<file path="src/rtl/ex_mem_stage.sv">
// EX->MEM pipeline register with a 2-entry skid buffer: 1-cycle latency, full throughput.
// in_ready comes straight from the skid-valid flop, so MEM backpressure never reaches EX combinationally.
module ex_mem_stage #(
  parameter int DATA_W = 32,
  parameter int REG_W  = 5,
  parameter int CNT_W  = 16
) (
  input  logic              clk,
  input  logic              rst_n,
  input  logic              in_valid,
  output logic              in_ready,
  input  logic [DATA_W-1:0] in_result,
  input  logic              in_zero,
  input  logic [DATA_W-1:0] in_store_data,
  input  logic [REG_W-1:0]  in_dest,
  input  logic [3:0]        in_ctrl,
  input  logic              in_bne,
  input  logic              flush,
  output logic              out_valid,
  input  logic              out_ready,
  output logic [DATA_W-1:0] out_result,
  output logic [DATA_W-1:0] out_store_data,
  output logic [REG_W-1:0]  out_dest,
  output logic [3:0]        out_ctrl,
  output logic              out_branch_taken,
  output logic [CNT_W-1:0]  stall_cnt
);

  typedef struct packed {
    logic [DATA_W-1:0] result;
    logic [DATA_W-1:0] store_data;
    logic [REG_W-1:0]  dest;
    logic [3:0]        ctrl;
    logic              taken;
  } entry_t;

  entry_t m_q, s_q, in_e;
  logic   m_v, s_v;
  logic   accept, drain;

  // Branch outcome is resolved once, at capture, and travels with the entry.
  always_comb begin
    in_e            = '0;
    in_e.result     = in_result;
    in_e.store_data = in_store_data;
    in_e.dest       = in_dest;
    in_e.ctrl       = in_ctrl;
    in_e.taken      = in_ctrl[0] & (in_zero ^ in_bne);
  end

  assign in_ready = ~s_v;
  assign accept   = in_valid & ~s_v;
  assign drain    = m_v & out_ready;

  always_ff @(posedge clk or negedge rst_n) begin
    if (!rst_n) begin
      m_v       <= 1'b0;
      s_v       <= 1'b0;
      m_q       <= '0;
      s_q       <= '0;
      stall_cnt <= '0;
    end else begin
      if (m_v && !out_ready && stall_cnt != {CNT_W{1'b1}})
        stall_cnt <= stall_cnt + 1'b1;

      if (flush) begin
        m_v <= 1'b0;
        s_v <= 1'b0;
      end else if (!m_v) begin
        m_v <= accept;
        if (accept) m_q <= in_e;
      end else if (drain) begin
        // s_v implies in_ready=0, so the skid and an accept never compete for M.
        if (s_v) begin
          m_q <= s_q;
          s_v <= 1'b0;
        end else if (accept) begin
          m_q <= in_e;
        end else begin
          m_v <= 1'b0;
        end
      end else if (accept) begin
        s_q <= in_e;
        s_v <= 1'b1;
      end
    end
  end

  assign out_valid        = m_v;
  assign out_result       = m_q.result;
  assign out_store_data   = m_q.store_data;
  assign out_dest         = m_q.dest;
  assign out_ctrl         = m_q.ctrl;
  assign out_branch_taken = m_v & m_q.taken;

endmodule

</file>
<file path="config.mk">
export PLATFORM = sky130hd
export DESIGN_NAME = ex_mem_stage
export DESIGN_NICKNAME = d
export VERILOG_FILES = /design/src/rtl/ex_mem_stage.sv
export SDC_FILE = /design/constraint.sdc
export NUM_CORES = 1
export LEC_CHECK = 0
export CAP_MARGIN = 20
export CORE_AREA = 3 3 125 127
export DETAILED_ROUTE_END_ITERATION = 6
export DIE_AREA = 0 0 128 130
export GPL_TIMING_DRIVEN = 0
export HOLD_SLACK_MARGIN = 0.05
export PLACE_DENSITY = 0.79
export SLEW_MARGIN = 20
export SYNTH_ARGS = -nofsm -noshare
export SYNTH_HDL_FRONTEND = slang
export SYNTH_SLANG_ARGS = --single-unit
</file>
<file path="constraint.sdc">
create_clock -name clk -period 2.2 [get_ports clk]
set_input_delay 0.33 -clock clk [delete_from_list [all_inputs] [get_ports clk]]
set_output_delay 0.33 -clock clk [all_outputs]
set_load 0.05 [all_outputs]
</file>
==> impl_metrics.json, run 1 <==
{
  "hold_viol": 0,
  "gp_congestion": 0.834,
  "synth_edf_count": 0,
  "max_stage_delay_ns": 0.86,
  "fp.dieH_um": 130,
  "yosys.area.top_type": "dfrtp_1",
  "syn_nets": 654,
  "busiest_layer": "met2",
  "p_sw_mw": 3.50,
  "use_met2": 0.375,
  "grt_max_degree": 86,
  "cp.required_ns": 1.87,
  "drc": 0,
  "drt-vias-per-instance": 5.59,
  "setup_tns_ns": 0,
  "cts_setup_buffers": 0,
  "synthTopCellsByArea": "dfrtp_1 57%, mux2_2 11%, a2bb2oi_1 8.9%",
  "drt_iter0_drc": 298,
  "cp.arrival_ns": 1.75,
  "tightest_slew_ns": 0.658,
  "clockBufferDepth": 2,
  "p_int_mw": 7.27,
  "worstSetupPathType": "flip-flop to output port",
  "rsz0062_at_grt": "false",
  "grt_pass1_vias": 5701,
  "crit_fanout": 8,
  "grtUsageMet3": 0.0483,
  "syn2layout_area_growth_pct": 36.1,
  "status": "completed",
  "drv_cap": 0,
  "clkPwrFrac": 0.295,
  "path_cells": "clkdlybuf4s50_1",
  "cts_buffers": 17,
  "p_leak_nw": 4.27,
  "diodes": 0,
  "io_buffers": 171,
  "p_sw_frac": 0.325,
  "detail_route.wirelength_mm": 18.1,
  "clock.fmax_ghz": 0.480,
  "seqPwrFrac": 0.387,
  "synth_cell_types": 34,
  "netlist_area_um2": 7280,
  "htreeDepth": 4,
  "fin_crit_sh": 0.946,
  "die_x_um": 128,
  "wl_per_cell_um": 18.8,
  "rows": 44,
  "slew_violations": 0,
  "pin_count": 172,
  "start_util": 0.501,
  "rr_endpoint": "s_q[40]",
  "hold_class": "input port to async pin",
  "critPathCaptureType": "output port",
  "finalSetupViolations": 0,
  "dr.pass1.iters": 4,
  "ys.flop_type": "dfrtp_1",
  "p_total_mw": 10.8,
  "grt_overflow": 0,
  "rr_worst_depth": 6,
  "whs_ns": 0.502,
  "fp.coreArea_um2": 14500,
  "ant_nets": 0,
  "critPathTopFamily": "buffers and inverters",
  "power_density_nw_per_um2": 1090,
  "min_period_ns": 2.08,
  "worstReg2RegStart": "s_v",
  "vias": 5374,
  "synth-seq-cells": 166,
  "hpwl_mm": 12.5,
  "finClkSkew_ns": 0.00526,
  "crit_buf_inv": 1,
  "vdd_drop_max_mv": 0.514,
  "die_area_um2": 16600,
  "gr-usage-all-layers": 0.222,
  "ys_async_sr_fraction": 1.00,
  "netlist.area_leader.share": 0.571,
  "cts.clk_slew.worst_paths_ns": 0.06,
  "critPathSlowestCell": "clkdlybuf4s50_1",
  "ys_seq_area_frac": 0.571,
  "synth.avg_cell_area_um2": 12.7,
  "antenna_found_initial": 0,
  "synth_common_cells": "166 x dfrtp_1, 74 x a2bb2oi_1, 74 x mux2_2, 74 x o22ai_1, 73 x buf_4",
  "grt_pass1_wl_mm": 29.2,
  "layout.nets": 846,
  "synth.most_common_cell": "dfrtp_1",
  "postLayoutCoreUtil": 0.681,
  "met1_usage": 0.287,
  "r2r_slack_ns": 0.17,
  "cts_tree": "built",
  "cts.sinks": 166,
  "slew_headroom": 0.561,
  "drive_above_1_share": 0.258,
  "start_kind": "flip-flop",
  "ys_warn_count": 0,
  "clock-root-buffer": "clkbuf_16",
  "syn_inst": 573,
  "clock_latency_ns": 0.42,
  "pwr-share-comb": 0.318
}
## layer usage
metal,vias up,wire (µm),part of all wire
li1,2459,-,-
met1,2744,7850,0.43
met2,154,9250,0.51
met3,17,753,0.042
met4,0,202,0.011
met5,-,0,0
## sequential cells by signal (all words and copies together) (netlist names), 4 cells and up
| register | cells |
|---|---|
| out_result | 32 |
| stall_cnt | 16 |
| s_q | 74 |
| out_ctrl | 4 |
| out_dest | 5 |
| out_store_data | 32 |
## what timing repair did
item	4_1_cts	5_1_grt
hold endpoints to repair	84	0
resized for setup	1	3
hold buffers	1	0
setup endpoints to repair	1	61
## worst max path at each step
stage	from	endpoint	slack [ns]	depth (start not counted)
final	out_valid	out_valid	0.12	1
after global routing	s_v	s_q[40]	0.006	6
after CTS	stall_cnt[0]	stall_cnt[1]	0.06	5
after detailed placement	out_ready	s_q[66]	-0.26	6
after global placement	rst_n	out_store_data[2]	-5.53	1
after floorplan	stall_cnt[0]	stall_cnt[14]	0.05	5
## cells by family (layout without fill, tap and decap cells)
group	count (synthesis)	in the layout	share of synthesized area
XOR/XNOR	12	12	0.0144
AND/OR/NAND/NOR	41	41	0.0332
adder cells (fa/ha/maj)	1	1	0.00172
flip-flops	166	166	0.571
multiplexers	75	75	0.116
buffers and inverters	116	321	0.0999
AO/OA/AOI/OAI	162	162	0.164
## power groups by stage
stage,registers (mW),logic [mW],clock network (mW)
final,4.17,3.42,3.18
after global routing,4.25,3.60,3.37
after CTS,4.16,3.45,3.23
after detailed placement,4.20,3.43,0
after global placement,4.16,3.35,0
after floorplan,4.24,2.24,0
## through the flow
| stage | worst slack, ns | area (µm²) | instances |
|---|---|---|---|
| 2_1_floorplan | 0.0458 | 7280 | 573 |
| 3_3_place_gp | -5.53 | 9220 | 928 |
| 3_5_place_dp | -0.258 | 9250 | 929 |
| 4_1_cts | 0.0645 | 9900 | 962 |
| 5_1_grt | 0.00569 | 9900 | 962 |
| 6_report | 0.119 | 9900 | 962 |
## final cells by class
type                       count  area (µm²)
sequential                   166        4150
multi-input combinational    291        2400
clock inverter                14         198
clock buffer                  18         439
fill                        1047        4630
buffer                       113         717
timing repair buffer         173        1750
tap                          184         230
inverter                       3        11.3
## layout by cell type, fill, tap and decap left out, drive strengths merged, types with 2 or more instances in the layout
cell type / instances
a31oi: 3
and3: 2
nor4b: 2
and2: 3
buf: 89
clkinv: 4
o22ai: 74
bufinv: 4
dfrtp: 166
nor3: 6
nand4: 3
clkdlybuf4s50: 169
nor4: 3
clkinvlp: 2
nand3: 2
clkbuf: 44
inv: 7
nand2: 9
a2bb2oi: 74
a21oi: 7
mux2: 75
nor3b: 2
xor2: 11
nor2: 5
No activity file was read; power rests on OpenSTA's default activity.
==> inputs of run 2 (changes only) <==
- CORE_AREA: 3 3 125 127 -> 2 2 148 150
- DIE_AREA: 0 0 128 130 -> 0 0 150 152
- GPL_TIMING_DRIVEN: 0 -> unset
- PLACE_DENSITY: 0.79 -> unset
==> impl_metrics.json, run 2 (synthesis gave the netlist of run 1 again) <==
{
  "status": "completed",
  "rr_worst_depth": 5,
  "cts_buffers": 17,
  "final_area_um2": 9520,
  "worstSetupPathType": "flip-flop to output port",
  "fillers": 1971,
  "dr.pass1.iters": 5,
  "dp.cells": 931,
  "vdd_drop_max_mv": 0.508,
  "slew_headroom": 0.657,
  "critPathCaptureType": "output port",
  "tightest_slew_ns": 0.513,
  "pre_cts_ws_ns": 0.0715,
  "fin_crit_sh": 0.969,
  "gp_congestion": 0.760,
  "drt-vias-per-instance": 5.16,
  "grt_pass1_wl_mm": 28.7,
  "largest_reg_flops": 74,
  "htreeDepth": 4,
  "power_density_nw_per_um2": 1070,
  "drive_above_1_share": 0.199,
  "vias": 4972,
  "detail_route.wirelength_mm": 17.6,
  "grt_overflow": 0,
  "gr-usage-all-layers": 0.159,
  "die_area_um2": 22800,
  "clock_latency_ns": 0.41,
  "syn2layout_area_growth_pct": 30.8,
  "start_kind": "flip-flop",
  "grt_pass1_vias": 5279,
  "min_period_ns": 2.13,
  "cts.clk_slew.worst_paths_ns": 0.07,
  "wl_per_cell_um": 18.3,
  "clockBufferDepth": 2,
  "io_buffers": 171,
  "max_flop_register": "s_q",
  "layout.nets": 752,
  "cts_setup_buffers": 0,
  "clock-root-buffer": "clkbuf_16",
  "die_x_um": 150,
  "finClkSkew_ns": 0.00419,
  "hold_class": "input port to async pin",
  "grt_max_degree": 78,
  "rsz0062_at_grt": "false",
  "finalSetupViolations": 0,
  "diodes": 0,
  "slew_violations": 0,
  "pin_count": 172,
  "hold_viol": 0,
  "instances_no_fill": 964,
  "cp.arrival_ns": 1.80,
  "rows": 54,
  "setup_tns_ns": 0,
  "clock.fmax_ghz": 0.469,
  "drc": 0,
  "placed_area_um2": 8920,
  "ant_nets": 0,
  "cp.required_ns": 1.87,
  "fp.coreArea_um2": 21400,
  "fp.dieH_um": 152,
  "crit_fanout": 4,
  "hpwl_mm": 11.1,
  "start_util": 0.341,
  "drt_iter0_drc": 130,
  "cts.sinks": 166,
  "final_common_cell": "clkdlybuf4s50_1",
  "postLayoutCoreUtil": 0.446,
  "cts_tree": "built",
  "drv_cap": 0,
  "final_cell_mix": "168 x clkdlybuf4s50_1, 166 x dfrtp_1, 74 x o22ai_1, 74 x a2bb2oi_1, 74 x mux2_2",
  "layout_setup_ws_ns": 0.0679,
  "antenna_found_initial": 0,
  "p_leak_nw": 3.95
}
run 2: cell count changes in the layout (fill, tap and decap cells not counted), moves of 9 or more:
cell / change
buf_4: -61
clkbuf_1: -24
buf_2: -14
buf_12: +9
run 2: layout make-up:
| cell class | instances | area [µm²] | share of cell area |
|---|---|---|---|
| inverter | 3 | 11.3 | 0.00118 |
| timing repair buffer | 192 | 1990 | 0.209 |
| clock inverter | 14 | 150 | 0.0158 |
| sequential | 166 | 4150 | 0.436 |
| clock buffer | 18 | 429 | 0.0451 |
| multi-input combinational | 291 | 2440 | 0.256 |
| tap | 280 | 350 | 0.0368 |
run 2: critical path, cell delays in order (launching register included):
cell and delay [ns]:
dfrtp_1 0.43, inv_1 0.14, clkdlybuf4s50_1 0.82
run 2: timing repair:
action | in CTS | in global routing
endpoints found under the hold margin | 60 | 0
resized for setup | 0 | 1
hold buffers | 1 | 0
endpoints found under the setup margin | 0 | 1
run 2: report_power, final:
group / total (mW) / internal (mW) / switching (mW)
registers: 4.17 / 3.74 / 0.430
logic: 3.04 / 1.30 / 1.75
clock network: 2.95 / 1.68 / 1.26
run 2: final timing paths:
kind / slack (ns) / to / startpoint
worst min register to register: 0.51 / s_q[50] / s_q[50]
min in group clk: 0.51 / s_q[50] / s_q[50]
worst min-delay path: 0.35 / out_result[14] / rst_n
max in group asynchronous: 1.18 / s_q[22] / rst_n
worst max-delay path: 0.07 / in_ready / s_v
worst max register to register: 0.27 / stall_cnt[14] / stall_cnt[0]
run 2: stage by stage:
stage               total power, mW  hold slack, ns
finish                         10.2           0.353
global route                   10.6           0.331
CTS                            10.3           0.307
detailed placement             7.28           0.190
global placement               7.19           0.185
floorplan                      6.49          0.0344
run 2: metal layers:
metal	part of all wire	global-route usage	vias up
li1	-	-	2273
met1	0.46	0.221	2548
met2	0.49	0.248	139
met3	0.048	0.0348	12
met4	0.011	0.0467	0
met5	0	0	-
